[config.mk]
export PLATFORM = sky130hd
export DESIGN_NAME = vga_timing_gen_flat
export DESIGN_NICKNAME = d
export VERILOG_FILES = /design/src/rtl/vga_pkg.sv /design/src/rtl/vga_tim.sv /design/src/rtl/vga_timing_gen.sv /design/src/flat_wrapper.sv
export SDC_FILE = /design/constraint.sdc
export NUM_CORES = 1
export LEC_CHECK = 0
export CORE_MARGIN = 10
export CORE_UTILIZATION = 35
export CTS_CLUSTER_SIZE = 25
export DETAILED_ROUTE_END_ITERATION = 10
export PLACE_DENSITY = 0.62
export RECOVER_POWER = 25
export SYNTH_ARGS = -nofsm -noshare
export SYNTH_HDL_FRONTEND = slang
export SYNTH_SLANG_ARGS = --single-unit
[constraint.sdc]
create_clock -name clk -period 7.95 [get_ports clk]
set_clock_uncertainty 0.1 [all_clocks]
set_input_delay 2.385 -clock clk [delete_from_list [all_inputs] [get_ports clk]]
set_output_delay 2.385 -clock clk [all_outputs]
set_load 0.005 [all_outputs]
[src/rtl/vga_pkg.sv]
// Shared VGA geometry for 800x600 @ 60 Hz (40 MHz pixel clock).
// Sync end positions are derived where they are used, not stored here.
package vga_pkg;

    localparam logic [10:0] HOR_PIXELS      = 11'd800;
    localparam logic [10:0] VER_PIXELS      = 11'd600;

    localparam logic [10:0] HOR_TOTAL_TIME  = 11'd1056;
    localparam logic [10:0] HOR_BLANK_START = HOR_PIXELS;
    localparam logic [10:0] HOR_SYNC_START  = 11'd840;
    localparam logic [10:0] HOR_SYNC_TIME   = 11'd128;

    localparam logic [10:0] VER_TOTAL_TIME  = 11'd628;
    localparam logic [10:0] VER_BLANK_START = VER_PIXELS;
    localparam logic [10:0] VER_SYNC_START  = 11'd601;
    localparam logic [10:0] VER_SYNC_TIME   = 11'd4;

endpackage

[src/rtl/vga_tim.sv]
// Timing bundle carried from the timing source into the draw pipeline.
interface vga_tim;

    logic [10:0] hcount;
    logic [10:0] vcount;
    logic        hsync;
    logic        vsync;
    logic        hblnk;
    logic        vblnk;

    modport out (output hcount, vcount, hsync, vsync, hblnk, vblnk);
    modport in  (input  hcount, vcount, hsync, vsync, hblnk, vblnk);

endinterface

[src/rtl/vga_timing_gen.sv]
// Free-running 800x600 @ 60 Hz timing source with registered counts and flags.
// Optional start-of-frame pulse output compiled in with VGA_TIMING_SOF_EN.
module vga_timing_gen
    import vga_pkg::*;
(
    input  logic clk,
    input  logic rst,
    input  logic en,
    vga_tim.out  tim_out
`ifdef VGA_TIMING_SOF_EN
    ,
    output logic sof
`endif
);

    localparam logic [10:0] HOR_SYNC_END = HOR_SYNC_START + HOR_SYNC_TIME - 11'd1;
    localparam logic [10:0] VER_SYNC_END = VER_SYNC_START + VER_SYNC_TIME - 11'd1;

    logic [10:0] hcount_q, hcount_d;
    logic [10:0] vcount_q, vcount_d;
    logic        hsync_q, hsync_d;
    logic        vsync_q, vsync_d;
    logic        hblnk_q, hblnk_d;
    logic        vblnk_q, vblnk_d;
    logic        line_end;
    logic        frame_end;

    assign line_end  = (hcount_q == HOR_TOTAL_TIME - 11'd1);
    assign frame_end = line_end && (vcount_q == VER_TOTAL_TIME - 11'd1);

    // Flags decode the next-count values so they land on the same edge as the counts.
    always_comb begin
        hcount_d = hcount_q;
        vcount_d = vcount_q;
        if (en) begin
            if (line_end) begin
                hcount_d = 11'd0;
                vcount_d = frame_end ? 11'd0 : vcount_q + 11'd1;
            end else begin
                hcount_d = hcount_q + 11'd1;
            end
        end
        hblnk_d = (hcount_d >= HOR_BLANK_START);
        hsync_d = (hcount_d >= HOR_SYNC_START) && (hcount_d <= HOR_SYNC_END);
        vblnk_d = (vcount_d >= VER_BLANK_START);
        vsync_d = (vcount_d >= VER_SYNC_START) && (vcount_d <= VER_SYNC_END);
    end

    always_ff @(posedge clk) begin
        if (rst) begin
            hcount_q <= 11'd0;
            vcount_q <= 11'd0;
            hsync_q  <= 1'b0;
            vsync_q  <= 1'b0;
            hblnk_q  <= 1'b0;
            vblnk_q  <= 1'b0;
        end else begin
            hcount_q <= hcount_d;
            vcount_q <= vcount_d;
            hsync_q  <= hsync_d;
            vsync_q  <= vsync_d;
            hblnk_q  <= hblnk_d;
            vblnk_q  <= vblnk_d;
        end
    end

    assign tim_out.hcount = hcount_q;
    assign tim_out.vcount = vcount_q;
    assign tim_out.hsync  = hsync_q;
    assign tim_out.vsync  = vsync_q;
    assign tim_out.hblnk  = hblnk_q;
    assign tim_out.vblnk  = vblnk_q;

`ifdef VGA_TIMING_SOF_EN
    logic sof_q, sof_d;

    // Only a real frame wrap raises sof; the (0,0) left by reset does not.
    always_comb begin
        sof_d = en && frame_end;
    end

    always_ff @(posedge clk) begin
        if (rst) begin
            sof_q <= 1'b0;
        end else begin
            sof_q <= sof_d;
        end
    end

    assign sof = sof_q;
`endif

endmodule

[src/flat_wrapper.sv]
// flat-port wrapper written by rule: the top's interface ports become plain ports
module vga_timing_gen_flat import vga_pkg::*;
  (clk, rst, en, tim_out_hcount, tim_out_vcount, tim_out_hsync, tim_out_vsync, tim_out_hblnk, tim_out_vblnk);
  vga_tim tim_out_i ();
  input  logic clk;
  input  logic rst;
  input  logic en;
  output wire logic [$bits(tim_out_i.hcount)-1:0] tim_out_hcount;
  output wire logic [$bits(tim_out_i.vcount)-1:0] tim_out_vcount;
  output wire logic [$bits(tim_out_i.hsync)-1:0] tim_out_hsync;
  output wire logic [$bits(tim_out_i.vsync)-1:0] tim_out_vsync;
  output wire logic [$bits(tim_out_i.hblnk)-1:0] tim_out_hblnk;
  output wire logic [$bits(tim_out_i.vblnk)-1:0] tim_out_vblnk;
  assign tim_out_hcount = tim_out_i.hcount;
  assign tim_out_vcount = tim_out_i.vcount;
  assign tim_out_hsync = tim_out_i.hsync;
  assign tim_out_vsync = tim_out_i.vsync;
  assign tim_out_hblnk = tim_out_i.hblnk;
  assign tim_out_vblnk = tim_out_i.vblnk;
  vga_timing_gen u_core (.clk(clk), .rst(rst), .en(en), .tim_out(tim_out_i));
endmodule
[Yosys cells after proc, flatten, opt, wreduce, memory -nomap -nowiden]
Cells that the tools add are included.
Word-level totals
  output and inout bits: 26
  input bits: 3
  register bits after elaboration: 26
Operators by class
  reduce and logical (&&, ||, !) cells: 3
  eq/ne operators: 2
  order comparisons: 6
  add/sub/neg operators: 2
  muxes and demuxes: 5
Operators by type and width (count)
  $mux 11: 5
  $ge 11x10->1 const B: 4
  $add 11x1->11 const B: 2
  $le 11x10->1 const B: 2
  $eq 11x10->1 const B: 1
  $eq 11x11->1 const B: 1
  $logic_and 1x1->1: 3

[Depth between registers and ports, before layout]
  word-level depth: 7
  mapped depth: 9
  mapped depth without buffers: 8

[Least setup slack after synthesis]
No wires, ideal clock.
  path type: in2reg
  start point: input en
  end point: register u_core.vsync_q, in the netlist u_core.tim_out.vsync
  arrival: 4.395 ns
  setup time: 0.058 ns
  cell stages on the path: 9
  path buffers: 2
  data required time: 7.792 ns
  slack: 3.397 ns
  cells stage by stage: clkbuf_1 -> nand2_1 -> or4_4 -> buf_6 -> nor3_2 -> mux2i_1 -> a31oi_1 -> nor4bb_1 -> o21a_1
Between the ends
  cells in the longest elaborated chain, start to end: 3
  elaborated cells on any way between the ends: 4
RTL lines
  from (decl): line flat_wrapper.sv:7  | input logic en;
  $mux 11 *: line vga_timing_gen.sv:35  | if (en) begin
  $ge 11x10->1 / $le 11x10->1 (equally long branches): line vga_timing_gen.sv:46  | vsync_d = (vcount_d >= VER_SYNC_START) && (vcount_d <= VER_SYNC_END);
  $logic_and 1x1->1 *: line vga_timing_gen.sv:46
  to (signal assigned): line vga_timing_gen.sv:61  | vsync_q <= vsync_d;
  to (decl): line vga_timing_gen.sv:22  | logic vsync_q, vsync_d;
Mark *: on every way between the ends. The rest lies on a longest branch, timed or not.
A chain may end at the register's enable or synchronous reset.

[Worst setup path after layout]
Ends and elaborated chain as after synthesis.

==> impl_results.md <==
- Antenna violations before repair: 0
- VDD IR max: 0.0000612 V
- Setup TNS: 0 ns
- Crit Path Class: in -> reg
- Synth top cells by count: 32 x nor2_1, 26 x dfxtp_1, 17 x nand2_1, 11 x nand3_1, 11 x xor2_1
- Area Overhead vs Synth: 19.3%
- Vias in the first global route: 1312
- Die Span X: 87.0 um
- DRT iter0 DRCs: 53
- Post-DP HPWL: 2.77 mm
- Drt pass-1 iters: 4
- Htree depth: 1
- Period utilization: 61.6%
- Seq cells post-synth: 26
- Netlist cell types: 46
- Max Freq: 0.204 GHz
- Max-Slew Margin vs Limit: 48.9%
- Gpl congestion: 0.819
- CP max-delay cell: dlygate4sd3_1
- Root Buffer Master: clkbuf_8
- Clk Latency, worst-skew pair: 0.27 ns
- GRT overflow: 0
- Initial Util: 36.1%
- Post-Route Utilization: 43.1%
- First-pass GRT wire length: 6.35 mm
- DR DRC count: 0
- Number of post-CTS setup repair buffers: 0
- Final hold violation count: 0
- Routed wire length: 3.76 mm
- Unrepaired setup endpoints after global routing: no
- Status: completed
- Hold Path Class: reg -> reg
- Cell type with the largest total area after synthesis: dfxtp_1
- CTS tree: yes
- Antenna-violating nets left: 0
- I/O pins: 29
- CP bufs+invs: 1
- Crit path max-delay family: simple AND/OR/NAND/NOR gates
- Die height: 87.0 um
- Core area: 4350 um2
- EDFF count, synth: 0
- CTS Buffer Depth: 2
- Inserted Diodes: 0
- Final Cell Area: 1880 um2
- Startpoint types: input pin
- Most common cell in the netlist: nor2_1
- Net Count, Synth: 200
- Layout Nets: 219
- Critical path's largest stage delay: 0.73 ns
- Leak Pwr: 0.000664 uW
- Post-Synthesis Cells: 194
- Layout cells sized above 1: 5.69%
- Routed WL per cell: 14.3 um
- Critical-path cell list: dlygate4sd3_1 -> nand2_1 -> or4_4 -> nor3_2 -> mux2i_1 -> a31oi_1 -> nor4bb_1 -> o21a_1
- Hold-fix buffer count after cts: 0
- Die area: 7580 um2
- Placed cell area: 1830 um2
- Power density over the cells: 123 nW/um2
- Mapped cell area: 1570 um2
- Crit-path max FO: 19
- Setup WS pre-CTS: 2.83 ns
- Area contributors post-synth: dfxtp_1 33%, nor2_1 7.6%, xor2_1 6.1%
- Cts repair resizes: 0
- Period minus WS final: 4.89 ns
- Synth Flop Type: dfxtp_1
- Max-slew violations: 0
- Sequential-to-total area share from yosys stat: 33.1%
- Overall Global Routing Usage: 10.1%
- Critical Path RT: 8.07 ns
- Avg Inst Size Synth: 8.11 um2
- Post-synth ARST share: 0%
- Setup slack after layout: 3.06 ns
- Critical path data arrival time: 5.02 ns
- MaxCap Viol Count: 0
- Via density: 5.41
- # rows: 24
- Top-area cell type share of the netlist area: 33.1%
- Yosys warns: 0
- Setup violators final: 0
- Worst-margin pin slew: 0.761 ns
- CTS sink count: 26
- CTS buffer count: 3
- Largest net degree at the start of global routing: 20
- Via Count: 1422
- Clock Pin Slew Worst Setup and Hold Paths: 0.09 ns
- Port buffer count: 28
- Crit end category: flop
routing by layer:
| metal | GRT usage, % | wire [um] |
|---|---|---|
| met3 | 3.37 | 284 |
| met5 | 0 | 0 |
| met4 | 2.36 | 35 |
| met2 | 16.0 | 1730 |
| met1 | 12.7 | 1710 |
path summary, 6_finish.rpt:
path	startpoint	to	slack [ns]	cells after the start
hold reg to reg	u_core.tim_out.hcount[1]$_SDFF_PP0_	u_core.tim_out.hcount[1]$_SDFF_PP0_	0.46	2
setup / recovery	en	u_core.tim_out.vsync$_SDFF_PP0_	3.06	8
hold / removal	u_core.tim_out.hcount[1]$_SDFF_PP0_	u_core.tim_out.hcount[1]$_SDFF_PP0_	0.46	2
setup reg to reg	u_core.tim_out.vcount[6]$_SDFF_PP0_	u_core.tim_out.vsync$_SDFF_PP0_	5.23	7
state kept, by name (all words and copies together) (netlist names):
signal,flops
u_core.tim_out.vcount,11
u_core.tim_out.vblnk,1
u_core.tim_out.vsync,1
u_core.tim_out.hsync,1
u_core.tim_out.hblnk,1
u_core.tim_out.hcount,11
layout by cell type, fill, tap and decap left out, types with 7 or more instances in the layout:
master           count
o21ai_0              7
clkdlybuf4s50_1     16
xor2_1              11
a21oi_1              7
nand3_1             11
nand4_1              7
dlygate4sd3_1       12
dfxtp_1             26
nor2_1              32
nand2_1             17
layout make-up:
type	instances	area, um2
multi-input cells	153	965
inverters	1	3.75
well taps	52	65.1
flip-flops and latches	26	520
fillers	430	2480
repair buffers	28	280
clock buffers	3	41.3
report_power, final:
| group | switching (uW) | internal [uW] |
|---|---|---|
| Sequential | 3.92 | 132 |
| Clock | 43.4 | 34.0 |
| Combinational | 8.61 | 8.58 |
worst min-delay path, cell delays in order, from the launching register on:
cell,delay (ns)
dfxtp_1,0.34
mux2i_1,0.13
nor2_1,0.05
kinds of logic after synthesis:
group,synth area share (%)
AOI/OAI and AO/OA,14.1
xor gates and xnor gates,7.80
adders and majority gates,2.39
buffers and inverters,5.57
DFF,33.1
muxes,2.55
and+or+nand+nor,34.5
per-stage QoR:
step / power [uW] / hold WS (ns) / instances
CTS: 235 / 0.465 / 263
floorplan: 150 / 0.433 / 194
detailed placement: 157 / 0.446 / 260
global route: 241 / 0.482 / 263
finish: 231 / 0.456 / 263
global placement: 157 / 0.436 / 260
Note: power is estimated with default switching activity, not from simulation.
